===== src/rtl/board_pkg.sv =====
// Shared definitions for the battleship board: cell encoding, board size and
// the colour palette. The game-logic FSM that writes the board memory uses the
// same package, so cell_t is the single source of truth for the encoding.
package board_pkg;

  localparam int unsigned GRID_N     = 10;
  // Wide enough for GRID_N*GRID_N cell indices.
  localparam int unsigned CELL_IDX_W = 7;

  typedef enum logic [1:0] {
    CellEmpty = 2'd0,
    CellShip  = 2'd1,
    CellMiss  = 2'd2,
    CellHit   = 2'd3
  } cell_t;

  localparam logic [11:0] ColBlank  = 12'h000;
  localparam logic [11:0] ColLine   = 12'h000;
  localparam logic [11:0] ColCursor = 12'hFF0;
  localparam logic [11:0] ColEmpty  = 12'h05A;
  localparam logic [11:0] ColShip   = 12'h888;
  localparam logic [11:0] ColMiss   = 12'h0AF;
  localparam logic [11:0] ColHit    = 12'hF00;

  function automatic logic [11:0] cell_color(input cell_t state);
    logic [11:0] col;
    col = ColEmpty;
    unique case (state)
      CellEmpty: col = ColEmpty;
      CellShip:  col = ColShip;
      CellMiss:  col = ColMiss;
      CellHit:   col = ColHit;
      default:   col = ColEmpty;
    endcase
    return col;
  endfunction

endpackage


===== src/rtl/vga_if.sv =====
// VGA pixel-stream bundle passed between drawing stages.
//   hcount/vcount : 11-bit pixel position
//   hsync/vsync   : sync pulses
//   hblnk/vblnk   : blanking flags
//   rgb           : 12-bit colour (4:4:4)
// Modport in is the consumer view, out the producer view.
interface vga_if;
  logic [10:0] hcount;
  logic [10:0] vcount;
  logic        hsync;
  logic        vsync;
  logic        hblnk;
  logic        vblnk;
  logic [11:0] rgb;

  modport in (
    input hcount, vcount, hsync, vsync, hblnk, vblnk, rgb
  );

  modport out (
    output hcount, vcount, hsync, vsync, hblnk, vblnk, rgb
  );
endinterface


===== src/rtl/vga_delay.sv =====
// Register chain that delays a packed group of VGA timing fields by DEPTH
// clock cycles, with synchronous active-high reset clearing every stage.
//   clk  : pixel clock
//   rst  : synchronous active-high reset
//   din  : WIDTH-bit field group entering the chain
//   dout : the same group DEPTH cycles later
module vga_delay #(
  parameter int unsigned DEPTH = 2,
  parameter int unsigned WIDTH = 26
) (
  input  logic             clk,
  input  logic             rst,
  input  logic [WIDTH-1:0] din,
  output logic [WIDTH-1:0] dout
);

  if (DEPTH < 1) begin : g_bad_depth
    $error("vga_delay: DEPTH must be at least 1");
  end

  logic [WIDTH-1:0] pipe_q [DEPTH];

  always_ff @(posedge clk) begin
    if (rst) begin
      for (int unsigned i = 0; i < DEPTH; i++) begin
        pipe_q[i] <= '0;
      end
    end else begin
      pipe_q[0] <= din;
      for (int unsigned i = 1; i < DEPTH; i++) begin
        pipe_q[i] <= pipe_q[i-1];
      end
    end
  end

  assign dout = pipe_q[DEPTH-1];

endmodule


===== src/rtl/draw_board.sv =====
// Two-stage overlay stage that draws the battleship board onto the pixel
// stream: grid lines, per-cell colour from the board memory and a cursor rim.
//   clk        : pixel clock
//   rst        : synchronous active-high reset
//   vga_in     : incoming timing + rgb
//   vga_out    : same timing delayed by 2 cycles + recoloured rgb
//   cell_addr  : board memory address row*GRID_N+col (registered, 0 outside board)
//   cell_state : board memory data for cell_addr, consumed in stage 2
//   cursor_en  : enable cursor highlight
//   cursor_x/y : cursor cell column/row
// Stage 1 decodes position and registers flags plus the memory address; stage 2
// combines the flags with cell_state to produce the final colour.
module draw_board #(
  parameter logic [10:0] X_POS     = 11'd80,
  parameter logic [10:0] Y_POS     = 11'd60,
  parameter int unsigned CELL_SIZE = 32,
  parameter int unsigned GRID_N    = 10
) (
  input  logic                             clk,
  input  logic                             rst,
  vga_if.in                                vga_in,
  vga_if.out                               vga_out,
  output logic [board_pkg::CELL_IDX_W-1:0] cell_addr,
  input  logic [1:0]                       cell_state,
  input  logic                             cursor_en,
  input  logic [3:0]                       cursor_x,
  input  logic [3:0]                       cursor_y
);
  import board_pkg::*;

  if ((CELL_SIZE < 8) || ((CELL_SIZE & (CELL_SIZE - 1)) != 0)) begin : g_bad_cell_size
    $error("draw_board: CELL_SIZE must be a power of two and at least 8");
  end

  if ((GRID_N * GRID_N) > (1 << CELL_IDX_W)) begin : g_bad_grid
    $error("draw_board: GRID_N*GRID_N does not fit in cell_addr");
  end

  localparam int unsigned Shift   = $clog2(CELL_SIZE);
  localparam logic [10:0] GridPix = 11'(GRID_N * CELL_SIZE);
  localparam logic [10:0] GridN11 = 11'(GRID_N);
  localparam int unsigned DlyW    = 26;

  // Cursor rim: two pixels inside each cell edge, skipping the grid line itself.
  function automatic logic on_rim(input logic [Shift-1:0] o);
    return (o == Shift'(1)) || (o == Shift'(2)) ||
           (o == Shift'(CELL_SIZE - 2)) || (o == Shift'(CELL_SIZE - 1));
  endfunction

  // ---------------------------------------------------------------------------
  // Stage 1 decode
  // ---------------------------------------------------------------------------
  logic [10:0]      lx, ly;
  logic [10:0]      col, row;
  logic [Shift-1:0] ox, oy;
  logic             in_grid_x, in_grid_y;
  logic             in_grid_d, is_line_d, in_cell_d, cursor_hit_d, blank_d;
  logic [10:0]      addr_full;
  logic [CELL_IDX_W-1:0] cell_addr_d;

  // lx/ly wrap left of / above the board; the >= compare rejects those.
  assign lx  = vga_in.hcount - X_POS;
  assign ly  = vga_in.vcount - Y_POS;
  assign col = lx >> Shift;
  assign row = ly >> Shift;
  assign ox  = lx[Shift-1:0];
  assign oy  = ly[Shift-1:0];

  assign in_grid_x = (vga_in.hcount >= X_POS) && (lx <= GridPix);
  assign in_grid_y = (vga_in.vcount >= Y_POS) && (ly <= GridPix);
  assign in_grid_d = in_grid_x && in_grid_y;
  assign is_line_d = in_grid_d && ((ox == '0) || (oy == '0));
  // Excludes the closing line at lx/ly == GridPix, whose col/row is GRID_N.
  assign in_cell_d = in_grid_d && (col < GridN11) && (row < GridN11);

  assign addr_full   = row * GridN11 + col;
  assign cell_addr_d = in_cell_d ? addr_full[CELL_IDX_W-1:0] : '0;

  assign cursor_hit_d = cursor_en && in_cell_d && !is_line_d &&
                        (col == {7'd0, cursor_x}) && (row == {7'd0, cursor_y}) &&
                        (on_rim(ox) || on_rim(oy));

  assign blank_d = vga_in.hblnk || vga_in.vblnk;

  // ---------------------------------------------------------------------------
  // Stage 1 registers
  // ---------------------------------------------------------------------------
  logic [11:0]           rgb1_q;
  logic                  blank1_q;
  logic                  in_grid_q;
  logic                  is_line_q;
  logic                  cursor_hit_q;
  logic [CELL_IDX_W-1:0] cell_addr_q;

  always_ff @(posedge clk) begin
    if (rst) begin
      rgb1_q       <= '0;
      blank1_q     <= 1'b0;
      in_grid_q    <= 1'b0;
      is_line_q    <= 1'b0;
      cursor_hit_q <= 1'b0;
      cell_addr_q  <= '0;
    end else begin
      rgb1_q       <= vga_in.rgb;
      blank1_q     <= blank_d;
      in_grid_q    <= in_grid_d;
      is_line_q    <= is_line_d;
      cursor_hit_q <= cursor_hit_d;
      cell_addr_q  <= cell_addr_d;
    end
  end

  assign cell_addr = cell_addr_q;

  // ---------------------------------------------------------------------------
  // Stage 2: colour select and output register
  // ---------------------------------------------------------------------------
  logic [11:0] rgb2_d, rgb2_q;

  always_comb begin
    rgb2_d = ColBlank;
    if (blank1_q) begin
      rgb2_d = ColBlank;
    end else if (!in_grid_q) begin
      rgb2_d = rgb1_q;
    end else if (cursor_hit_q) begin
      rgb2_d = ColCursor;
    end else if (is_line_q) begin
      rgb2_d = ColLine;
    end else begin
      rgb2_d = cell_color(cell_t'(cell_state));
    end
  end

  always_ff @(posedge clk) begin
    if (rst) begin
      rgb2_q <= '0;
    end else begin
      rgb2_q <= rgb2_d;
    end
  end

  // ---------------------------------------------------------------------------
  // Timing fields: two-cycle delay matching the rgb path
  // ---------------------------------------------------------------------------
  logic [DlyW-1:0] dly_in, dly_out;

  assign dly_in = {vga_in.hcount, vga_in.vcount, vga_in.hsync, vga_in.vsync,
                   vga_in.hblnk, vga_in.vblnk};

  vga_delay #(
    .DEPTH(2),
    .WIDTH(DlyW)
  ) u_vga_delay (
    .clk (clk),
    .rst (rst),
    .din (dly_in),
    .dout(dly_out)
  );

  assign vga_out.hcount = dly_out[25:15];
  assign vga_out.vcount = dly_out[14:4];
  assign vga_out.hsync  = dly_out[3];
  assign vga_out.vsync  = dly_out[2];
  assign vga_out.hblnk  = dly_out[1];
  assign vga_out.vblnk  = dly_out[0];
  assign vga_out.rgb    = rgb2_q;

endmodule


===== src/flat_wrapper.sv =====
// flat-port wrapper written by rule: the top's interface ports become plain ports
module draw_board_flat import board_pkg::*;
#(
  parameter logic [10:0] X_POS     = 11'd80,
  parameter logic [10:0] Y_POS     = 11'd60,
  parameter int unsigned CELL_SIZE = 32,
  parameter int unsigned GRID_N    = 10
)
  (clk, rst, cell_addr, cell_state, cursor_en, cursor_x, cursor_y, vga_in_hcount, vga_in_vcount, vga_in_hsync, vga_in_vsync, vga_in_hblnk, vga_in_vblnk, vga_in_rgb, vga_out_hcount, vga_out_vcount, vga_out_hsync, vga_out_vsync, vga_out_hblnk, vga_out_vblnk, vga_out_rgb);
  vga_if vga_in_i ();
  vga_if vga_out_i ();
  input  logic clk;
  input  logic rst;
  output logic [board_pkg::CELL_IDX_W-1:0] cell_addr;
  input  logic [1:0] cell_state;
  input  logic cursor_en;
  input  logic [3:0] cursor_x;
  input  logic [3:0] cursor_y;
  input wire logic [$bits(vga_in_i.hcount)-1:0] vga_in_hcount;
  input wire logic [$bits(vga_in_i.vcount)-1:0] vga_in_vcount;
  input wire logic [$bits(vga_in_i.hsync)-1:0] vga_in_hsync;
  input wire logic [$bits(vga_in_i.vsync)-1:0] vga_in_vsync;
  input wire logic [$bits(vga_in_i.hblnk)-1:0] vga_in_hblnk;
  input wire logic [$bits(vga_in_i.vblnk)-1:0] vga_in_vblnk;
  input wire logic [$bits(vga_in_i.rgb)-1:0] vga_in_rgb;
  output wire logic [$bits(vga_out_i.hcount)-1:0] vga_out_hcount;
  output wire logic [$bits(vga_out_i.vcount)-1:0] vga_out_vcount;
  output wire logic [$bits(vga_out_i.hsync)-1:0] vga_out_hsync;
  output wire logic [$bits(vga_out_i.vsync)-1:0] vga_out_vsync;
  output wire logic [$bits(vga_out_i.hblnk)-1:0] vga_out_hblnk;
  output wire logic [$bits(vga_out_i.vblnk)-1:0] vga_out_vblnk;
  output wire logic [$bits(vga_out_i.rgb)-1:0] vga_out_rgb;
  assign vga_in_i.hcount = vga_in_hcount;
  assign vga_in_i.vcount = vga_in_vcount;
  assign vga_in_i.hsync = vga_in_hsync;
  assign vga_in_i.vsync = vga_in_vsync;
  assign vga_in_i.hblnk = vga_in_hblnk;
  assign vga_in_i.vblnk = vga_in_vblnk;
  assign vga_in_i.rgb = vga_in_rgb;
  assign vga_out_hcount = vga_out_i.hcount;
  assign vga_out_vcount = vga_out_i.vcount;
  assign vga_out_hsync = vga_out_i.hsync;
  assign vga_out_vsync = vga_out_i.vsync;
  assign vga_out_hblnk = vga_out_i.hblnk;
  assign vga_out_vblnk = vga_out_i.vblnk;
  assign vga_out_rgb = vga_out_i.rgb;
  draw_board #(.X_POS(X_POS), .Y_POS(Y_POS), .CELL_SIZE(CELL_SIZE), .GRID_N(GRID_N)) u_core (.clk(clk), .rst(rst), .vga_in(vga_in_i), .vga_out(vga_out_i), .cell_addr(cell_addr), .cell_state(cell_state), .cursor_en(cursor_en), .cursor_x(cursor_x), .cursor_y(cursor_y));
endmodule

===== config.mk =====
export PLATFORM = sky130hd
export DESIGN_NAME = draw_board_flat
export DESIGN_NICKNAME = d
export VERILOG_FILES = /design/src/rtl/board_pkg.sv /design/src/rtl/vga_if.sv /design/src/rtl/vga_delay.sv /design/src/rtl/draw_board.sv /design/src/flat_wrapper.sv
export SDC_FILE = /design/constraint.sdc
export NUM_CORES = 1
export LEC_CHECK = 0
export ABC_AREA = 1
export CORE_UTILIZATION = 44
export CTS_CLUSTER_SIZE = 12
export DETAILED_ROUTE_END_ITERATION = 8
export PLACE_DENSITY = 0.84
export SYNTH_ARGS = -nofsm -noshare
export SYNTH_HDL_FRONTEND = slang
export SYNTH_SLANG_ARGS = --single-unit

===== constraint.sdc =====
create_clock -name clk -period 3 [get_ports clk]
set_clock_uncertainty 0.1 [all_clocks]
set_input_delay 0.3 -clock clk [delete_from_list [all_inputs] [get_ports clk]]
set_output_delay 0.3 -clock clk [all_outputs]
set_load 0.005 [all_outputs]

Word level (Yosys, flattened, before mapping)
Memories as Yosys holds them, arrays and structs flattened.
Cells that the tools add are included.
{"block": "word_totals", "n_memories": 1, "output_inout_bits": 45, "latchBits": 0, "inputBits": 51, "mem_bits_rw": 52, "romBits": 0, "reg_bits": 35}
{"memory": "u_core.u_vga_delay.pipe_q", "words": 2, "width": 26, "rd": 2, "rd_ports_with_merged_regs": 0, "wr": 2, "line_no": "vga_delay.sv:21", "text": "logic [WIDTH-1:0] pipe_q [DEPTH];"}
{"block": "op_classes", "multipliers": 1, "bitwise": 3, "n_div": 0, "shift": 0, "n_eq_ne": 13, "n_addsub": 3, "mux": 9, "n_lt_le_gt_ge": 6, "n_reduce_logical": 26}
{"op": "$mux W26", "n": 2}
{"op": "$pmux W12 S4", "n": 1}
{"op": "$mux W12", "n": 3}
{"op": "$le A11 B9 Y1 const B", "n": 2}
{"op": "$eq A5 B5 Y1 const B", "n": 4}
{"op": "$eq A6 B4 Y1", "n": 2}
{"op": "$lt A6 B4 Y1 const B", "n": 2}
{"op": "$ge A11 B6 Y1 const B", "n": 1}
{"op": "$ge A11 B7 Y1 const B", "n": 1}
{"op": "$logic_and A1 B1 Y1", "n": 11}
{"op": "$sub A11 B6 Y11 const B", "n": 1}
{"op": "$sub A11 B7 Y11 const B", "n": 1}
{"op": "$eq A5 B1 Y1 const B", "n": 2}
{"op": "$eq A5 B2 Y1 const B", "n": 2}
{"op": "$logic_not A5 Y1", "n": 2}
{"op": "$logic_or A1 B1 Y1", "n": 9}
{"op": "$add A7 B6 Y7", "n": 1}
{"op": "$mul A6 B3 Y6 const B", "n": 1}
{"op": "$eq A2 B2 Y1 const B", "n": 2}
{"op": "$reduce_or A2 Y1", "n": 2}
{"op": "$mux W1", "n": 3}
{"op": "$eq A2 B1 Y1 const B", "n": 1}
{"op": "$logic_not A2 Y1", "n": 1}
{"op": "$or A1 B1 Y1", "n": 2}
{"op": "other kinds (2)", "n": 2}

Depth between registers and ports, before layout
{"block": "depth", "ltp_word": 11, "mapped_depth": 22, "mapped_depth_nobuf": 22}

Hierarchy
A second synthesis with hierarchy kept.
{"block": "hier_totals", "cells_unflattened": 498, "hier_area_um2": 3788.6}
{"module": "draw_board", "cells_per_inst": 310, "instances": 1, "area_per_inst_um2": 2094.5}
{"module": "vga_delay", "cells_per_inst": 188, "instances": 1, "area_per_inst_um2": 1694.1}

Worst setup path after synthesis
OpenSTA, ideal clock, no wires.
{"block": "synth_path", "path_kind": "input port to flip-flop", "startpoint": "in vga_in_vcount[7]", "endpoint": "reg u_core.cell_addr_q[6], in the netlist u_core.cell_addr[6]", "t_required_ns": 2.783, "path_buffers": 0, "path_stages": 21, "arrival_time_ns": 2.751, "path_slack_ns": 0.033, "cell_sequence": "nor2_4 -> inv_2 -> nor2_1 -> inv_2 -> nand2_2 -> nand2_2 -> ha_1 -> ha_1 -> inv_1 -> fa_1 -> inv_1 -> ha_1 -> a21oi_1 -> a21boi_0 -> nand2_1 -> nand2_1 -> nand2_1 -> nand2_1 -> nand2_1 -> inv_2 -> nor2_2"}
{"block": "synth_via", "elab_chain_len": 8}
{"item": "start, declared", "line_no": "flat_wrapper.sv:20", "text": "input wire logic [$bits(vga_in_i.vcount)-1:0] vga_in_vcount;"}
{"item": "parallel branches: the longest is 8 deep, another holds $sub A11 B6 Y11"}
{"item": "end signal, assigned", "line_no": "draw_board.sv:109", "text": "cell_addr_q <= cell_addr_d;"}
{"item": "end, declared", "line_no": "draw_board.sv:93", "text": "logic [CELL_IDX_W-1:0] cell_addr_q;"}
Several ways; the timed one is not identified.
A chain may end at the register's enable or synchronous reset.

Final worst setup path
{"block": "layout_path", "startpoint": "in vga_in_vcount[4]", "endpoint": "reg u_core.cell_addr_q[6], in the netlist u_core.cell_addr[6]"}
The elaborated chain is that of the path after synthesis.

==> flow_summary.toml <==
[run_status]
status = "completed"

[clock_tree]
cts.sink_count = 87
clock_pin_slew_worst_setup_and_hold_paths_ps = 100
htree_num_levels = 3
postCtsHoldBufs = 0
clk_path_buf_depth = 2
cts-root-buf = "sky130_fd_sc_hd__clkbuf_8"
cts_tree = "built"
cts_inserted_buffers = 9
clock_latency_ps = 350

[logic_synthesis]
synthArstFlopShare = 0
postSynthRegisterBits = 87
ys.warnings.count = 0
edff_count_synth = 0
synth_area_leader_cell = "sky130_fd_sc_hd__dfxtp_1"
postSynthAreaPerCell_um2 = 7.75
ys.flop_type = "sky130_fd_sc_hd__dfxtp_1"
most_area_consuming_cells_after_synthesis = "sky130_fd_sc_hd__dfxtp_1, sky130_fd_sc_hd__inv_1, sky130_fd_sc_hd__nor2_1, sky130_fd_sc_hd__nand2_1, sky130_fd_sc_hd__ha_1"
synth_cell_type_count = 29
synth_cells = 486
syn-num-nets = 555
seq_area_frac_synth = 0.463
synthDominantCellAreaShare = 0.463
synthesis.area_mm2 = 0.00376

[routing]
routed_wire_length_per_instance_um = 11.4
detail-route-antenna-nets = 0
detailedRoute.firstIterationViolations = 97
post-route-drc-count = 0
detail_route.first_pass.iterations = 5
vias = 3212
route.final.wire_length_mm = 7.92
vias_per_std_cell = 4.61

[global_routing]
first_global_vias = 3097
grt_antenna_before_repair = 0
grt_start_max_net_pins = 35
grt_use_total = 0.189
gr-total-overflow = 0
grt_first_pass_wirelength_mm = 13.1

[sta]
min_period_ps = 2860
timing.final.hold_violations = 0
fin_tns_setup_ps = 0
setup_viol_count_final = 0
max_freq_mhz = 350
rsz0062_at_grt = "false"
max_slew_margin = 0.604
tightestPinTransition_ps = 594
slew_limit_fails = 0
min_period_over_period = 0.953
fin_worst_hold_slack_ps = 248

[layout]
area.growth.synth_to_final_pct = 34.3
layout_commonest_cell = "sky130_fd_sc_hd__clkdlybuf4s50_1"
layout.cells.most_common_list = "sky130_fd_sc_hd__clkdlybuf4s50_1, sky130_fd_sc_hd__inv_1, sky130_fd_sc_hd__dfxtp_1, sky130_fd_sc_hd__nor2_1, sky130_fd_sc_hd__nand2_1"
fraction_of_layout_cells_with_a_size_suffix_above_1 = 0.149
diodes = 0
num-nets-final = 655
layout.cell_area.non_filler_mm2 = 0.00506
post_layout_util = 0.612

[floorplanning]
placement_rows = 33
core_area_mm2 = 0.00826
fp.dieArea_mm2 = 0.00893
floorplan.initialDensity = 0.456
dieWidth_um = 94.5
die_y_um = 94.5
pin_count = 96

[power]
irDropWorstVdd_mv = 0.255
power_uw = 2540
power.density_cell_area_mw_per_mm2 = 503
total_leakage_power_uw = 0.00243

[place]
dpl-instance-area_mm2 = 0.00482
gpl.final_weighted_congestion = 0.919
detailedPlacementHpwl_mm = 6.22
buffer_ports.inserted = 95

[critical_path]
r2r_setup_slack_ps = 1500
cp-start-kind = "primary input"
critPathArrivalTime_ps = 3010
crit_required_ps = 3150
critical_path.max_fanout = 5
critPathKind = "in -> reg"
critPathCaptureType = "flip-flop"

[job]
maxcap_viol_count = 0

[worst_hold_path]
classification_of_the_worst_slack_hold_path = "in -> reg"
final cells by class:
class                           instances  area (um^2)
Inverter                               99          374
Timing Repair Buffer                  119         1120
Sequential cell                        87         1740
Clock buffer                           10          138
Fill cell                             730         3200
Tap cell                              105          131
Multi-Input combinational cell        270         1480
Clock inverter                          6         75.1
flip-flops by register name, indices dropped and copies added, names as in the netlist:
name	flops
u_core.in_grid_q	1
u_core.blank1_q	1
u_core.cell_addr	7
u_core.is_line_q	1
u_core.u_vga_delay.pipe_q	52
u_core.cursor_hit_q	1
u_core.vga_out.rgb	12
u_core.rgb1_q	12
repair_timing:
item	4_1_cts	5_1_grt
pin swaps	3	2
setup buffers	1	0
gates resized for setup	13	3
endpoints found under the setup margin	1	1
final timing paths:
| kind | start | to | cells after the start |
|---|---|---|---|
| worst max-delay path | vga_in_vcount[4] | u_core.cell_addr[6]$_SDFF_PP0_ | 21 |
| worst min-delay path | vga_in_vcount[3] | u_core.u_vga_delay.pipe_q[0][7]$_SDFF_PP0_ | 3 |
| worst max register to register | u_core.in_grid_q$_SDFF_PP0_ | u_core.vga_out.rgb[0]$_SDFF_PP0_ | 4 |
| worst min register to register | u_core.u_vga_delay.pipe_q[0][7]$_SDFF_PP0_ | u_core.u_vga_delay.pipe_q[0][33]$_SDFF_PP0_ | 2 |
cells in the mapped netlist (2+ instances only):
| cell type | count |
|---|---|
| sky130_fd_sc_hd__a21oi_1 | 15 |
| sky130_fd_sc_hd__buf_4 | 22 |
| sky130_fd_sc_hd__clkbuf_1 | 8 |
| sky130_fd_sc_hd__dfxtp_1 | 87 |
| sky130_fd_sc_hd__fa_1 | 2 |
| sky130_fd_sc_hd__ha_1 | 16 |
| sky130_fd_sc_hd__inv_1 | 90 |
| sky130_fd_sc_hd__inv_2 | 9 |
| sky130_fd_sc_hd__nand2_1 | 68 |
| sky130_fd_sc_hd__nand2_2 | 12 |
| sky130_fd_sc_hd__nand3_1 | 31 |
| sky130_fd_sc_hd__nand3_2 | 2 |
| sky130_fd_sc_hd__nand4_1 | 3 |
| sky130_fd_sc_hd__nand4_4 | 2 |
| sky130_fd_sc_hd__nor2_1 | 85 |
| sky130_fd_sc_hd__nor2_2 | 8 |
| sky130_fd_sc_hd__nor2_4 | 3 |
| sky130_fd_sc_hd__o21ai_0 | 7 |
| sky130_fd_sc_hd__xnor2_1 | 2 |
| sky130_fd_sc_hd__xor2_1 | 5 |
metal layers:
| metal | vias to the layer above | GRT usage | share of wire | routed length, um |
|---|---|---|---|---|
| li1 | 1627 | - | - | - |
| met1 | 1441 | 0.203 | 0.39 | 3120 |
| met5 | - | 0 | 0 | 0 |
| met3 | 16 | 0.0507 | 0.063 | 498 |
| met2 | 128 | 0.350 | 0.52 | 4150 |
| met4 | 0 | 0.0707 | 0.019 | 149 |
critical path: stages:
cell                            delay (ps)
sky130_fd_sc_hd__dlygate4sd2_1         280
sky130_fd_sc_hd__nand2_2               100
sky130_fd_sc_hd__nor2_4                160
sky130_fd_sc_hd__inv_4                  70
sky130_fd_sc_hd__nand3_4                70
sky130_fd_sc_hd__nand2_2                70
sky130_fd_sc_hd__ha_1                  290
sky130_fd_sc_hd__ha_1                  200
sky130_fd_sc_hd__inv_1                  70
sky130_fd_sc_hd__fa_1                  430
sky130_fd_sc_hd__inv_2                  80
sky130_fd_sc_hd__ha_4                  200
sky130_fd_sc_hd__a21oi_1               140
sky130_fd_sc_hd__a21boi_2              180
sky130_fd_sc_hd__nand2_1                70
sky130_fd_sc_hd__nand2_1                80
sky130_fd_sc_hd__nand2_1                50
sky130_fd_sc_hd__nand2_1                50
sky130_fd_sc_hd__nand2_1                60
sky130_fd_sc_hd__inv_2                  50
sky130_fd_sc_hd__nor2_2                 20
cell families (layout without fill, tap and decap cells):
kind of cell | after synthesis | after routing | synth area share
AND/OR/NAND/NOR | 218 | 218 | 0.268
buffers and inverters | 129 | 234 | 0.151
flip-flops | 87 | 87 | 0.463
AO/OA/AOI/OAI | 27 | 27 | 0.0392
adder cells (fa/ha/maj) | 18 | 18 | 0.0638
XOR/XNOR | 7 | 7 | 0.0163
where the power goes:
group | total [uW] | internal (uW) | switching [uW]
clock network | 852 | 423 | 430
logic | 475 | 234 | 241
registers | 1220 | 1200 | 13.5
through the flow:
step	cells	setup WS, ps
2_1_floorplan	486	32.7
3_3_place_gp	679	-479
3_5_place_dp	679	-595
4_1_cts	696	145
5_1_grt	696	1.46
6_report	696	140
Power figures use the tool's default switching activity.
